===== config.mk =====
export PLATFORM = sky130hd
export DESIGN_NAME = pic_control_unit
export DESIGN_NICKNAME = d
export VERILOG_FILES = /design/src/rtl/pic_control_unit.sv
export SDC_FILE = /design/constraint.sdc
export NUM_CORES = 1
export LEC_CHECK = 0
export ABC_AREA = 0
export BUFFER_PORTS_ARGS = -buffer_cell sky130_fd_sc_hd__buf_4
export CORE_MARGIN = 1
export CORE_UTILIZATION = 50
export CTS_BUF_LIST = sky130_fd_sc_hd__clkbuf_4
export DETAILED_ROUTE_END_ITERATION = 6
export PLACE_DENSITY_LB_ADDON = 0.1
export REMOVE_ABC_BUFFERS = 1
export SYNTH_ARGS = -nofsm -noshare
export SYNTH_HDL_FRONTEND = slang
export SYNTH_SLANG_ARGS = --single-unit

===== constraint.sdc =====
create_clock -name clk -period 1.89 [get_ports clk]
set_input_delay 0.0945 -clock clk [delete_from_list [all_inputs] [get_ports clk]]
set_output_delay 0.0945 -clock clk [all_outputs]
set_load 0.02 [all_outputs]

===== src/rtl/pic_control_unit.sv =====
// 8259-style command/acknowledge controller: ICW/OCW decode, config outputs, INTA vector sequencing.
// Optional CPU status readback is compiled in with `define PIC_READBACK_EN.
module pic_control_unit #(
  parameter logic [7:0] VEC_RESET = 8'h08
) (
  input  logic       clk,
  input  logic       rst_n,
  input  logic       cs_n,
  input  logic       wr_n,
  input  logic       rd_n,
  input  logic       a0,
  input  logic [7:0] din,
  input  logic       inta_n,
  input  logic       int_req,
  input  logic [2:0] chosen_level,
  input  logic [7:0] irr_in,
  input  logic [7:0] isr_in,
  output logic       int_out,
  output logic [7:0] dout,
  output logic       dout_en,
  output logic       level_or_edge_flag,
  output logic [7:0] mask,
  output logic       aeoi,
  output logic       eoi,
  output logic       rotate,
  output logic [1:0] intAcounter
);

  typedef enum logic [2:0] {UNINIT, ICW2, ICW3, ICW4, READY} init_st_t;

  init_st_t   st;
  logic       ic4, sngl;
  logic [4:0] base;
  logic [7:0] vec;
  logic       prev_wr_n, prev_inta_n;
  logic       wstb, icw1, inta_fall, inta_rise, ready;

  assign wstb      = !cs_n && !wr_n && prev_wr_n;
  assign icw1      = wstb && !a0 && din[4];
  assign inta_fall = !inta_n && prev_inta_n;
  assign inta_rise = inta_n && !prev_inta_n;
  assign ready     = (st == READY);

`ifdef PIC_READBACK_EN
  logic isr_sel;
`else
  logic unused_rb;
  assign unused_rb = ^{irr_in, isr_in, rd_n};
`endif

  always_ff @(posedge clk or negedge rst_n) begin
    if (!rst_n) begin
      st                 <= UNINIT;
      ic4                <= 1'b0;
      sngl               <= 1'b0;
      base               <= VEC_RESET[7:3];
      vec                <= 8'h00;
      prev_wr_n          <= 1'b1;
      prev_inta_n        <= 1'b1;
      mask               <= 8'h00;
      level_or_edge_flag <= 1'b0;
      aeoi               <= 1'b0;
      eoi                <= 1'b0;
      rotate             <= 1'b0;
      intAcounter        <= 2'b00;
`ifdef PIC_READBACK_EN
      isr_sel            <= 1'b0;
`endif
    end else begin
      prev_wr_n   <= wr_n;
      prev_inta_n <= inta_n;
      eoi         <= 1'b0;
      if (icw1) begin
        // ICW1 restarts initialisation from any state and abandons any INTA cycle
        ic4                <= din[0];
        sngl               <= din[1];
        level_or_edge_flag <= din[3];
        mask               <= 8'h00;
        rotate             <= 1'b0;
        aeoi               <= 1'b0;
        intAcounter        <= 2'b00;
        st                 <= ICW2;
`ifdef PIC_READBACK_EN
        isr_sel            <= 1'b0;
`endif
      end else begin
        if (wstb && a0) begin
          case (st)
            ICW2: begin
              base <= din[7:3];
              st   <= !sngl ? ICW3 : (ic4 ? ICW4 : READY);
            end
            ICW3:    st <= ic4 ? ICW4 : READY;
            ICW4: begin
              aeoi <= din[1];
              st   <= READY;
            end
            READY:   mask <= din;
            default: ;
          endcase
        end else if (wstb && !a0 && ready) begin
          if (din[4:3] == 2'b00) begin
            case (din[7:5])
              3'b001:  eoi <= 1'b1;
              3'b101: begin
                eoi    <= 1'b1;
                rotate <= 1'b1;
              end
              3'b100:  rotate <= 1'b1;
              3'b000:  rotate <= 1'b0;
              default: ;
            endcase
          end else begin
`ifdef PIC_READBACK_EN
            if (din[1]) isr_sel <= din[0];
`endif
          end
        end
        if (ready) begin
          if (inta_fall) begin
            case (intAcounter)
              2'b00: intAcounter <= 2'b01;
              2'b01: begin
                intAcounter <= 2'b10;
                vec         <= {base, chosen_level};
              end
              default: ;
            endcase
          end
          if (inta_rise && intAcounter == 2'b10) intAcounter <= 2'b00;
        end
      end
    end
  end

  assign int_out = int_req && ready && (intAcounter == 2'b00);

  // Vector phase owns the bus; CPU reads only when no vector is being presented
  always_comb begin
    dout    = 8'h00;
    dout_en = 1'b0;
    if (intAcounter == 2'b10 && !inta_n) begin
      dout    = vec;
      dout_en = 1'b1;
    end
`ifdef PIC_READBACK_EN
    else if (!cs_n && !rd_n) begin
      dout_en = 1'b1;
      dout    = a0 ? mask : (isr_sel ? isr_in : irr_in);
    end
`endif
  end

endmodule

# Yosys cells after proc, flatten, opt, wreduce, memory -nomap -nowiden
# Cells that the tools add are included.
# Widths: inputs -> output; s select.
# classes
n_addsub	0
multipliers	0
n_div	0
magnitude_cmp	0
eq_ne	10
n_shift	0
n_mux	28
bitwise	1
n_reduce_logical	38
# ops
cell	count
$mux 8	4
$mux 1	13
$logic_and 1x1->1	12
$mux 3	4
$reduce_bool 2->1	5
$eq 3x3->1 const B	3
$pmux 3 s3	1
$mux 2	4
$reduce_and 4->1	2
$reduce_bool 4->1	2
$eq 3x1->1 const B	2
$eq 3x2->1 const B	2
$reduce_and 2->1	3
$reduce_and 3->1	2
$reduce_bool 3->1	2
$logic_not 1->1	5
$logic_not 2->1	2
$pmux 2 s2	1
$reduce_or 2->1	2
$logic_not 3->1	1
$eq 2x1->1 const B	1
$eq 2x2->1 const B	1
$ne 2x2->1 const B	1
$pmux 1 s2	1
$not 1->1	1
# word_totals
ff_bits	34
latchBits	0
mem_bits_rw	0
rom_bits	0
input_bits	35
output_inout_bits	24
word_cells	90
mem_count	0

# Longest topological paths before layout
# depth
ltp_word	8
ltp_mapped	5
ltp_nobuf	4

# Worst setup path after synthesis
# OpenSTA, ideal clock, no wires.
# synth_timing
path_kind	flip-flop to output port
startpoint	register intAcounter[1]
endpoint	output dout[0]
arrival_ns	1.708
required_time_ns	1.796
path_slack_ns	0.088
path_stages_with_launch	3
n_path_buf	0
cell_sequence	dfrtp_1 > nor3b_1 > and2_1
# synth_via
elab_chain_cells	3
# synth_rtl
element	line_no	text
from (decl)	26	output logic [1:0] intAcounter
from (signal assigned)	65	intAcounter <= 2'b00;
from (signal assigned)	81	intAcounter <= 2'b00;
from (signal assigned)	122	2'b00: intAcounter <= 2'b01;
$eq 2x2->1	142	if (intAcounter == 2'b10 && !inta_n) begin
$logic_and 1x1->1	142	
$mux 8	142	
to (decl)	19	output logic [7:0] dout,
# Every way passes these cells.

# Worst setup path after layout
# layout_timing
startpoint	register st[2]
endpoint	output int_out
# layout_via
elab_chain_cells	3
# layout_rtl
element	line_no	text
from (decl)	31	init_st_t st;
from (signal assigned)	91	st <= !sngl ? ICW3 : (ic4 ? ICW4 : READY);
from (signal assigned)	93	ICW3: st <= ic4 ? ICW4 : READY;
$eq 3x3->1	42	assign ready = (st == READY);
$logic_and 1x1->1 (2 in series)	136	assign int_out = int_req && ready && (intAcounter == 2'b00);
to (decl)	18	output logic int_out,
# Every way passes these cells.

==> impl_metrics.csv <==
group,metric,value,unit
critical_path,ff2ff_setup_slack,0.14,ns
final_layout,diodes,0,
floorplanning,die_x,57.3,um
min_path,hold_path_class,"primary input to flip-flop",
final_layout,utilization,73.1,%
clocking,cts_buffers,5,
synth,synth_warnings,0,
place,gp_congestion,0.740,
floorplanning,io_pins,59,
synth,synth_area,0.00153,mm2
sta,hold_viol_final,0,
floorplanning,start_util,54.0,%
clocking,insertion_delay,0.34,ns
synth,syn_inst,128,
critical_path,path_max_fanout,6,
clocking,clkTransAtPathRegs,0.10,ns
sta,max_slew_margin,71.8,%
power,power_leakage,0.00107,uW
final_layout,fillers,214,
floorplanning,die-area,0.00328,mm2
final_layout,syn2layout_area_growth,35.3,%
place,place.detailed.hpwl,2320,um
floorplanning,rows,19,
routing,ant_nets,0,
grt,grtUsageTotal,22.6,%
synth,yosys.cell_types.count,35,
run_status,status,"finished, violations left",
flow_run,cap_viol_max_count,0,
sta,fmax,559,MHz
power,irDropWorstVdd,0.684,mV
routing,drt-vias-per-instance,5.50,
sta,rsz0062_at_grt,"false",
critical_path,crit_arrival,1.69,ns
sta,tightest_slew,0.422,ns
critical_path,cpMaxStageDelayCell,"or3b_4",
routing,wl_per_cell,14.8,um
routing,postRouteWirelength,3290,um
final_layout,mostFrequentLayoutCells,"48 x buf_4, 31 x dfrtp_1, 13 x mux2_2",
final_layout,stdcell_count,222,
floorplanning,coreArea,0.00283,mm2
floorplanning,die_h,57.3,um
sta,finalCritPeriodShare,94.7,%
synth,ys_seq_area_share,55.9,%
sta,finalClockSkew,0.0146,ns
grt,grtUsageMet2,38.3,%
critical_path,worstPathCellList,"or3b_4, nor4b_2, buf_4",
routing,drt_iter0_markers,56,
sta,setup_tns,0,ns
critical_path,r2r-start,"st[2]$_DFFE_PN0P_",
grt,antenna_found_initial,0,
routing,drt-pass1-iter-count,6,
min_path,min_to,"mask[2]$_DFFE_PN0P_",
critical_path,reg2reg_depth,4,
place,placement.io_buffers,41,
sta,slew_violations,0,
critical_path,endpoint_kind,"output port",
power,powerDensity,1030,mW/mm2
sta,min_period,1.79,ns
critical_path,path_class,"flip-flop to output port",
place,dp.cells,204,
critical_path,max_stage_delay,0.47,ns
clocking,root_buffer,"clkbuf_4",
grt,grt-busiest-layer,"met2",
grt,grt_pass1_vias,1217,
final_layout,final_common_cell,"buf_4",
critical_path,worstPathRequired,1.80,ns
grt,grt_overflow_total,0,
synth,synth_top_cell_by_area,"dfrtp_1",
min_path,hold_depth,3,
run_status,violations,"design-rule violations",
grt,grt_pass1_wl,5540,um
critical_path,cp-start-kind,"flip-flop",
critical_path,critical_path.top_delay_family,"simple AND/OR/NAND/NOR gates",
synth,netlist_top_cells_area,"dfrtp_1 51%, mux2_2 9.6%, mux2i_1 5.2%",
critical_path,r2r_end,"vec[7]$_DFFE_PN0P_",
min_path,hp-start,"din[2]",
critical_path,path_buf_inv,1,
clocking,postCtsSetupBuffers,0,
clocking,clockBufferDepth,2,
grt,grt_max_degree,35,
grt,grt_use_met3,6.58,%
clocking,h-tree-depth,2,
clocking,tritoncts,"built",
final_layout,final_nets,225,
synth,yosys_register_bits,34,
clocking,clkSinkCount,34,
sta,fin_ws,0.101,ns
routing,drc,4,
final_layout,drive_gt1_share,41.4,%
sta,setup_viol,0,
synth,synth_top_cell_area_share,50.8,%
place,dp_slack,0.147,ns
grt,met1_usage,28.0,%
synth,avgSynthCellArea,11.9,um2
routing,vias,1221,
[synthesized netlist by cell type (all sizes together)]
library cell  instances
a211o                 1
nor2                 11
nand3                 2
xnor2                 1
inv                   5
dfstp                 3
mux2i                 8
a21oi                 3
a221o                 1
or2b                  1
clkbuf                1
dfrtp                31
nor4                  1
or2                   2
nor4b                 3
nor2b                 1
nand2                10
nand2b                1
or3b                  1
o21ai                 6
nor3                  3
o21a                  1
nand4bb               1
mux2                 13
o211ai                2
nand4                 1
buf                   2
and2                  9
o31ai                 1
a22oi                 1
nor3b                 1
[state kept, by name, summed over array words and instances (netlist names)]
| register | flops |
|---|---|
| aeoi | 1 |
| base | 5 |
| eoi | 1 |
| ic4 | 1 |
| intAcounter | 2 |
| level_or_edge_flag | 1 |
| mask | 8 |
| prev_inta_n | 1 |
| prev_wr_n | 1 |
| rotate | 1 |
| sngl | 1 |
| st | 3 |
| vec | 8 |
[power by group]
part | internal [uW] | total, uW | switching [uW]
sequential | 921 | 1080 | 157
clock | 154 | 389 | 235
combinational | 339 | 659 | 320
total | 1410 | 2130 | 712
[cell type report]
| type | instances | area (um2) | area share (%) |
|---|---|---|---|
| tap | 31 | 38.8 | 1.88 |
| inverter | 5 | 18.8 | 0.908 |
| clock inverter | 2 | 8.76 | 0.424 |
| multi-input combinational | 86 | 641 | 31.0 |
| clock buffer | 6 | 45.0 | 2.18 |
| sequential | 34 | 855 | 41.3 |
| timing repair buffer | 58 | 460 | 22.3 |
[metrics by stage]
stage / hold WS, ns / instance area [um2] / total power, uW
2_1_floorplan: -0.201 / 1510 / 1440
3_3_place_gp: 0.0579 / 1910 / 1690
3_5_place_dp: 0.0616 / 1910 / 1730
4_1_cts: 0.00172 / 2060 / 2130
5_1_grt: 0.00703 / 2070 / 2250
6_report: 0.00609 / 2070 / 2130
[layer usage]
layer | up-vias | routed length (um)
li1 | 571 | -
met1 | 617 | 1410
met5 | - | 0
met3 | 5 | 135
met4 | 0 | 47
met2 | 28 | 1700
[what timing repair did]
item	4_1_cts	5_1_grt
endpoints found under the hold margin	40	0
gates resized for setup	0	1
endpoints found under the setup margin	0	1
hold buffers	10	0
[tightest hold or removal path, stage by stage]
cell and delay [ns]:
buf_4 0.08, mux2i_1 0.05, nor2_1 0.07
[worst max-delay path by stage]
stage	slack, ns	endpoint	start	cells after the start
2_1_floorplan	0.09	dout[0]	intAcounter[1]$_DFFE_PN0P_	2
3_3_place_gp	0.18	vec[7]$_DFFE_PN0P_	st[1]$_DFFE_PN0P_	4
3_5_place_dp	0.15	mask[6]$_DFFE_PN0P_	st[1]$_DFFE_PN0P_	4
4_1_cts	0.03	int_out	st[1]$_DFFE_PN0P_	3
5_1_grt	0.02	int_out	st[1]$_DFFE_PN0P_	3
6_report	0.10	int_out	st[2]$_DFFE_PN0P_	3
[cell families after synthesis]
kind of cell / Yosys count / synth area share, %
simple gates: 48 / 19.5
flops: 34 / 55.9
mux: 21 / 14.8
compound gates: 16 / 6.63
buf+inv: 8 / 2.54
xor+xnor: 1 / 0.573
Note: power is estimated with default switching activity, not from simulation.
